[config.mk]
export PLATFORM = sky130hd
export DESIGN_NAME = core_pipe_stage
export DESIGN_NICKNAME = d
export VERILOG_FILES = /design/src/rtl/core_pipe_stage_pkg.sv /design/src/rtl/core_pipe_slot.sv /design/src/rtl/core_pipe_stage.sv
export SDC_FILE = /design/constraint.sdc
export NUM_CORES = 1
export LEC_CHECK = 0
export CAP_MARGIN = 25
export CORE_ASPECT_RATIO = 1.25
export CORE_MARGIN = 3
export CORE_UTILIZATION = 35
export CTS_CLUSTER_SIZE = 20
export DETAILED_ROUTE_END_ITERATION = 10
export PLACE_DENSITY = 0.73
export SLEW_MARGIN = 10
export SYNTH_ARGS = -nofsm -noshare
export SYNTH_HDL_FRONTEND = slang
export SYNTH_HIERARCHICAL = 1
export SYNTH_SLANG_ARGS = --single-unit
[constraint.sdc]
create_clock -name clk -period 3.75 [get_ports clk]
set_input_delay 0.75 -clock clk [delete_from_list [all_inputs] [get_ports clk]]
set_output_delay 0.75 -clock clk [all_outputs]
set_load 0.005 [all_outputs]
[src/rtl/core_pipe_stage_pkg.sv]
// rtl/core_pipe_stage_pkg.sv - shared widths and bubble encodings for pipeline stage boundaries
package core_pipe_stage_pkg;

   localparam int OPERAND_WIDTH = 64;
   localparam int CPU_PC_SIZE   = 64;

   localparam int CTRL_W_ID  = 3;
   localparam int CTRL_W_EX  = 3;
   localparam int CTRL_W_MEM = 2;
   localparam int CTRL_W_WB  = 1;

   localparam logic [CTRL_W_ID-1:0]  CTRL_RST_ID  = '0;
   localparam logic [CTRL_W_EX-1:0]  CTRL_RST_EX  = '0;
   localparam logic [CTRL_W_MEM-1:0] CTRL_RST_MEM = '0;
   localparam logic [CTRL_W_WB-1:0]  CTRL_RST_WB  = '0;

   function automatic logic [1:0] entry_count(input logic a, input logic b);
      return {a & b, a ^ b};
   endfunction

endpackage

[src/rtl/core_pipe_slot.sv]
// rtl/core_pipe_slot.sv - valid/data/ctrl holding register with clear and load enable
module core_pipe_slot #(
   parameter int                    DATA_WIDTH = 64,
   parameter int                    CTRL_WIDTH = 3,
   parameter logic [CTRL_WIDTH-1:0] CTRL_RST   = '0
) (
   input  logic                  clk,
   input  logic                  rst_n,
   input  logic                  clr_i,
   input  logic                  load_i,
   input  logic                  valid_i,
   input  logic [DATA_WIDTH-1:0] data_i,
   input  logic [CTRL_WIDTH-1:0] ctrl_i,
   output logic                  valid_o,
   output logic [DATA_WIDTH-1:0] data_o,
   output logic [CTRL_WIDTH-1:0] ctrl_o
);

   logic                  valid_q, valid_d;
   logic [DATA_WIDTH-1:0] data_q;
   logic [CTRL_WIDTH-1:0] ctrl_q;

   always_comb begin
      valid_d = valid_q;
      if (clr_i)       valid_d = 1'b0;
      else if (load_i) valid_d = valid_i;
   end

   // Payload only moves with a real beat; going empty or clearing leaves old contents.
   always_ff @(posedge clk or negedge rst_n) begin
      if (!rst_n) begin
         valid_q <= 1'b0;
         data_q  <= '0;
         ctrl_q  <= CTRL_RST;
      end else begin
         valid_q <= valid_d;
         if (!clr_i && load_i && valid_i) begin
            data_q <= data_i;
            ctrl_q <= ctrl_i;
         end
      end
   end

   assign valid_o = valid_q;
   assign data_o  = data_q;
   assign ctrl_o  = ctrl_q;

endmodule

[src/rtl/core_pipe_stage.sv]
// rtl/core_pipe_stage.sv - stage boundary register with flush; CORE_PIPE_STAGE_SKID_EN adds a skid entry
module core_pipe_stage
   import core_pipe_stage_pkg::*;
#(
   parameter int                    DATA_WIDTH = OPERAND_WIDTH,
   parameter int                    CTRL_WIDTH = CTRL_W_EX,
   parameter logic [CTRL_WIDTH-1:0] CTRL_RST   = '0
) (
   input  logic                  clk,
   input  logic                  rst_n,
   input  logic                  flush_i,
   input  logic                  valid_i,
   output logic                  ready_o,
   input  logic [DATA_WIDTH-1:0] data_i,
   input  logic [CTRL_WIDTH-1:0] ctrl_i,
   output logic                  valid_o,
   input  logic                  ready_i,
   output logic [DATA_WIDTH-1:0] data_o,
   output logic [CTRL_WIDTH-1:0] ctrl_o,
   output logic [1:0]            count_o
);

   logic                  out_valid;
   logic [CTRL_WIDTH-1:0] out_ctrl;
   logic                  out_adv;
   logic                  xfer_in;
   logic                  out_valid_d;
   logic [DATA_WIDTH-1:0] out_data_d;
   logic [CTRL_WIDTH-1:0] out_ctrl_d;

   assign out_adv = ~out_valid | ready_i;
   assign xfer_in = valid_i & ready_o;

`ifdef CORE_PIPE_STAGE_SKID_EN
   logic                  skid_valid;
   logic [DATA_WIDTH-1:0] skid_data;
   logic [CTRL_WIDTH-1:0] skid_ctrl;
   logic                  skid_fill;

   // ready_o comes straight from a flop so back-pressure never chains combinationally.
   assign ready_o   = ~skid_valid;
   assign skid_fill = xfer_in & out_valid & ~ready_i;

   core_pipe_slot #(
      .DATA_WIDTH (DATA_WIDTH),
      .CTRL_WIDTH (CTRL_WIDTH),
      .CTRL_RST   (CTRL_RST)
   ) u_skid (
      .clk     (clk),
      .rst_n   (rst_n),
      .clr_i   (flush_i),
      .load_i  (skid_fill | (skid_valid & out_adv)),
      .valid_i (skid_fill),
      .data_i  (data_i),
      .ctrl_i  (ctrl_i),
      .valid_o (skid_valid),
      .data_o  (skid_data),
      .ctrl_o  (skid_ctrl)
   );

   assign out_valid_d = skid_valid | xfer_in;
   assign out_data_d  = skid_valid ? skid_data : data_i;
   assign out_ctrl_d  = skid_valid ? skid_ctrl : ctrl_i;
   assign count_o     = entry_count(out_valid, skid_valid);
`else
   assign ready_o     = out_adv;
   assign out_valid_d = xfer_in;
   assign out_data_d  = data_i;
   assign out_ctrl_d  = ctrl_i;
   assign count_o     = entry_count(out_valid, 1'b0);
`endif

   core_pipe_slot #(
      .DATA_WIDTH (DATA_WIDTH),
      .CTRL_WIDTH (CTRL_WIDTH),
      .CTRL_RST   (CTRL_RST)
   ) u_out (
      .clk     (clk),
      .rst_n   (rst_n),
      .clr_i   (flush_i),
      .load_i  (out_adv),
      .valid_i (out_valid_d),
      .data_i  (out_data_d),
      .ctrl_i  (out_ctrl_d),
      .valid_o (out_valid),
      .data_o  (data_o),
      .ctrl_o  (out_ctrl)
   );

   // Bubbles must never look like a register-file or memory write downstream.
   assign valid_o = out_valid;
   assign ctrl_o  = out_valid ? out_ctrl : CTRL_RST;

endmodule

==> out/qor.yml <==
hpwl_um: 4570
grt_pass1_wl_um: 10200
synthTopCellsByArea: "dfrtp_1, mux2_4, mux2_2, buf_6, and2_1"
die_area_sq_um: 8850
wl_met1_um: 2690
io_buffers: 141
multi_input_area_sq_um: 936
met3_length_um: 499
worstPathMaxFanout: 4
grt_pass1_vias: 1889
ctsHoldBuffers: 0
antenna_cells: 0
synthesis.area_sq_um: 2710
yosysTopAreaCellShare_pct: 62.7
globalRouteTotalUtil_pct: 14.7
yosysUniqueCellTypes: 12
finClkSkew_ns: 0.00709
drcViolationCount: 0
die_h_um: 104
rsz0062_at_grt: "false"
totalNegativeSetupSlack_ns: 0
start_util_pct: 36.4
place_ws_ns: 0.854
yosysWarnings: 6
h-tree-depth: 3
layout_commonest_cell: "clkdlybuf4s50_1"
wl_per_cell_um: 15.8
drv_slew: 0
grt_max_degree: 46
final_core_util_pct: 59.7
wl_um: 6300
fin_ws_ns: 1.04
worst_setup_path_start_kind: "input port"
synth_fp_nets: 225
clk_latency_ns: 0.33
syn_area_per_cell_sq_um: 17.7
setup_violations: 0
firstDrtPassIters: 3
mostFrequentLayoutCells: "clkdlybuf4s50_1, dfrtp_1, mux2_2"
drt_iter0_drc: 43
seqCellArea_sq_um: 1700
gp_congestion: 0.690
max_freq_mhz: 369
postCtsSetupRepairBufs: 0
grt_overflow: 0
ir_drop_mv: 0.234
hold_violations: 0
ant_nets: 0
seq_area_frac_synth_pct: 62.7
ctsResizeCount: 0
clockRootBuffer: "clkbuf_8"
synthesis.instances: 153
antenna_found_initial: 0
layout_worst_path_cycle_share_pct: 72.2
hp-class: "input port to async pin"
top_layer_used: "met4"
critPathArrivalTime_ns: 1.96
power.density_nw_per_um2: 495
fill_cells: 611
drive_above_1_share_pct: 29.4
yosysTopAreaCell: "dfrtp_1"
reg2reg_setup_slack_ns: 1.62
dr_wl_met2_um: 3040
cts_tree: "yes"
worstSetupEndpointType: "output port"
max_cap_viol_count: 0
cts_buffer_depth: 2
vias_per_cell: 4.53
path_clk_slew_ns: 0.08
cts_buffers: 9
clkSinkCount: 68
p_leak_nw: 1.95
area_growth_syn_to_layout_pct: 63.9
outcome: "finished, final reports clean"
dieWidth_um: 84.7
fin_nets: 373
critPathKind: "input port to output port"
fp.coreArea_sq_um: 7440
critical_path_required_ns: 3.00
via_count: 1801
fin_crit_ns: 2.71
io_pins: 143
rows: 35
ys_ff_latch: 68
[sequential cells by signal, indices dropped and copies added, names as in the netlist]
| signal | cells |
|---|---|
| u_out/data_o | 64 |
| u_out/ctrl_o | 3 |
| u_out/valid_o | 1 |
[Yosys cell counts]
cell type and number:
dfrtp_1 68, mux2_2 37, mux2_4 30, and2_1 4, buf_6 4, buf_2 3
buf_4 2, conb_1 1, mux2i_1 1, nand2b_1 1, nand3b_4 1, nor2_1 1
[power breakdown]
part	switching [W]	total, W	internal (W)
clock	0.000285	0.000662	0.000377
combinational	0.000154	0.000595	0.000441
sequential	0.0000740	0.000945	0.000871
total	0.000513	0.00220	0.00169
[kinds of logic (layout without fill, tap and decap cells)]
| logic type | Yosys count | count (layout) | share of synthesized area [%] |
|---|---|---|---|
| multiplexers | 68 | 68 | 32.3 |
| AND/OR/NAND/NOR | 7 | 7 | 2.03 |
| other | 1 | 1 | 0.138 |
| flip-flops | 68 | 68 | 62.7 |
| buffers and inverters | 9 | 162 | 2.77 |
[per-stage QoR]
stage | hold WS, ns | area [sq um] | total power (W) | instances
3_5_place_dp | 0.490 | 4200 | 0.00156 | 381
4_1_cts | 0.508 | 4430 | 0.00224 | 397
5_1_grt | 0.221 | 4450 | 0.00233 | 398
6_report | 0.247 | 4450 | 0.00220 | 398
3_3_place_gp | 0.481 | 4200 | 0.00155 | 381
2_1_floorplan | 0.454 | 2710 | 0.00116 | 153
[worst paths after layout]
check,from,end,depth (start not counted)
min in group clk,u_out/ctrl_o[2],u_out/ctrl_o[2],1
worst min register to register,u_out/ctrl_o[2],u_out/ctrl_o[2],1
worst min-delay path,rst_n,u_out/data_o[39],1
max in group asynchronous,rst_n,u_out/data_o[31],3
worst max register to register,u_out/valid_o,u_out/data_o[40],5
worst max-delay path,ready_i,ready_o,3
[final cells by class]
class                   instances  area share, %
clock buffers                   9           2.79
clock inverters                 7           2.28
repair buffers                146           33.0
multi-input cells              76           21.0
well taps                      92           2.59
flip-flops and latches         68           38.3
[layer usage]
| metal | vias up | track usage [%] |
|---|---|---|
| met4 | 0 | 4.07 |
| li1 | 825 | - |
| met2 | 86 | 22.1 |
| met3 | 8 | 5.71 |
| met5 | - | 0 |
| met1 | 882 | 19.7 |
[critical path: stages]
cell and delay (ns):
clkdlybuf4s50_1 0.44, nand2b_1 0.22, clkdlybuf4s50_1 0.55
(Power assumes the default switching activity.)
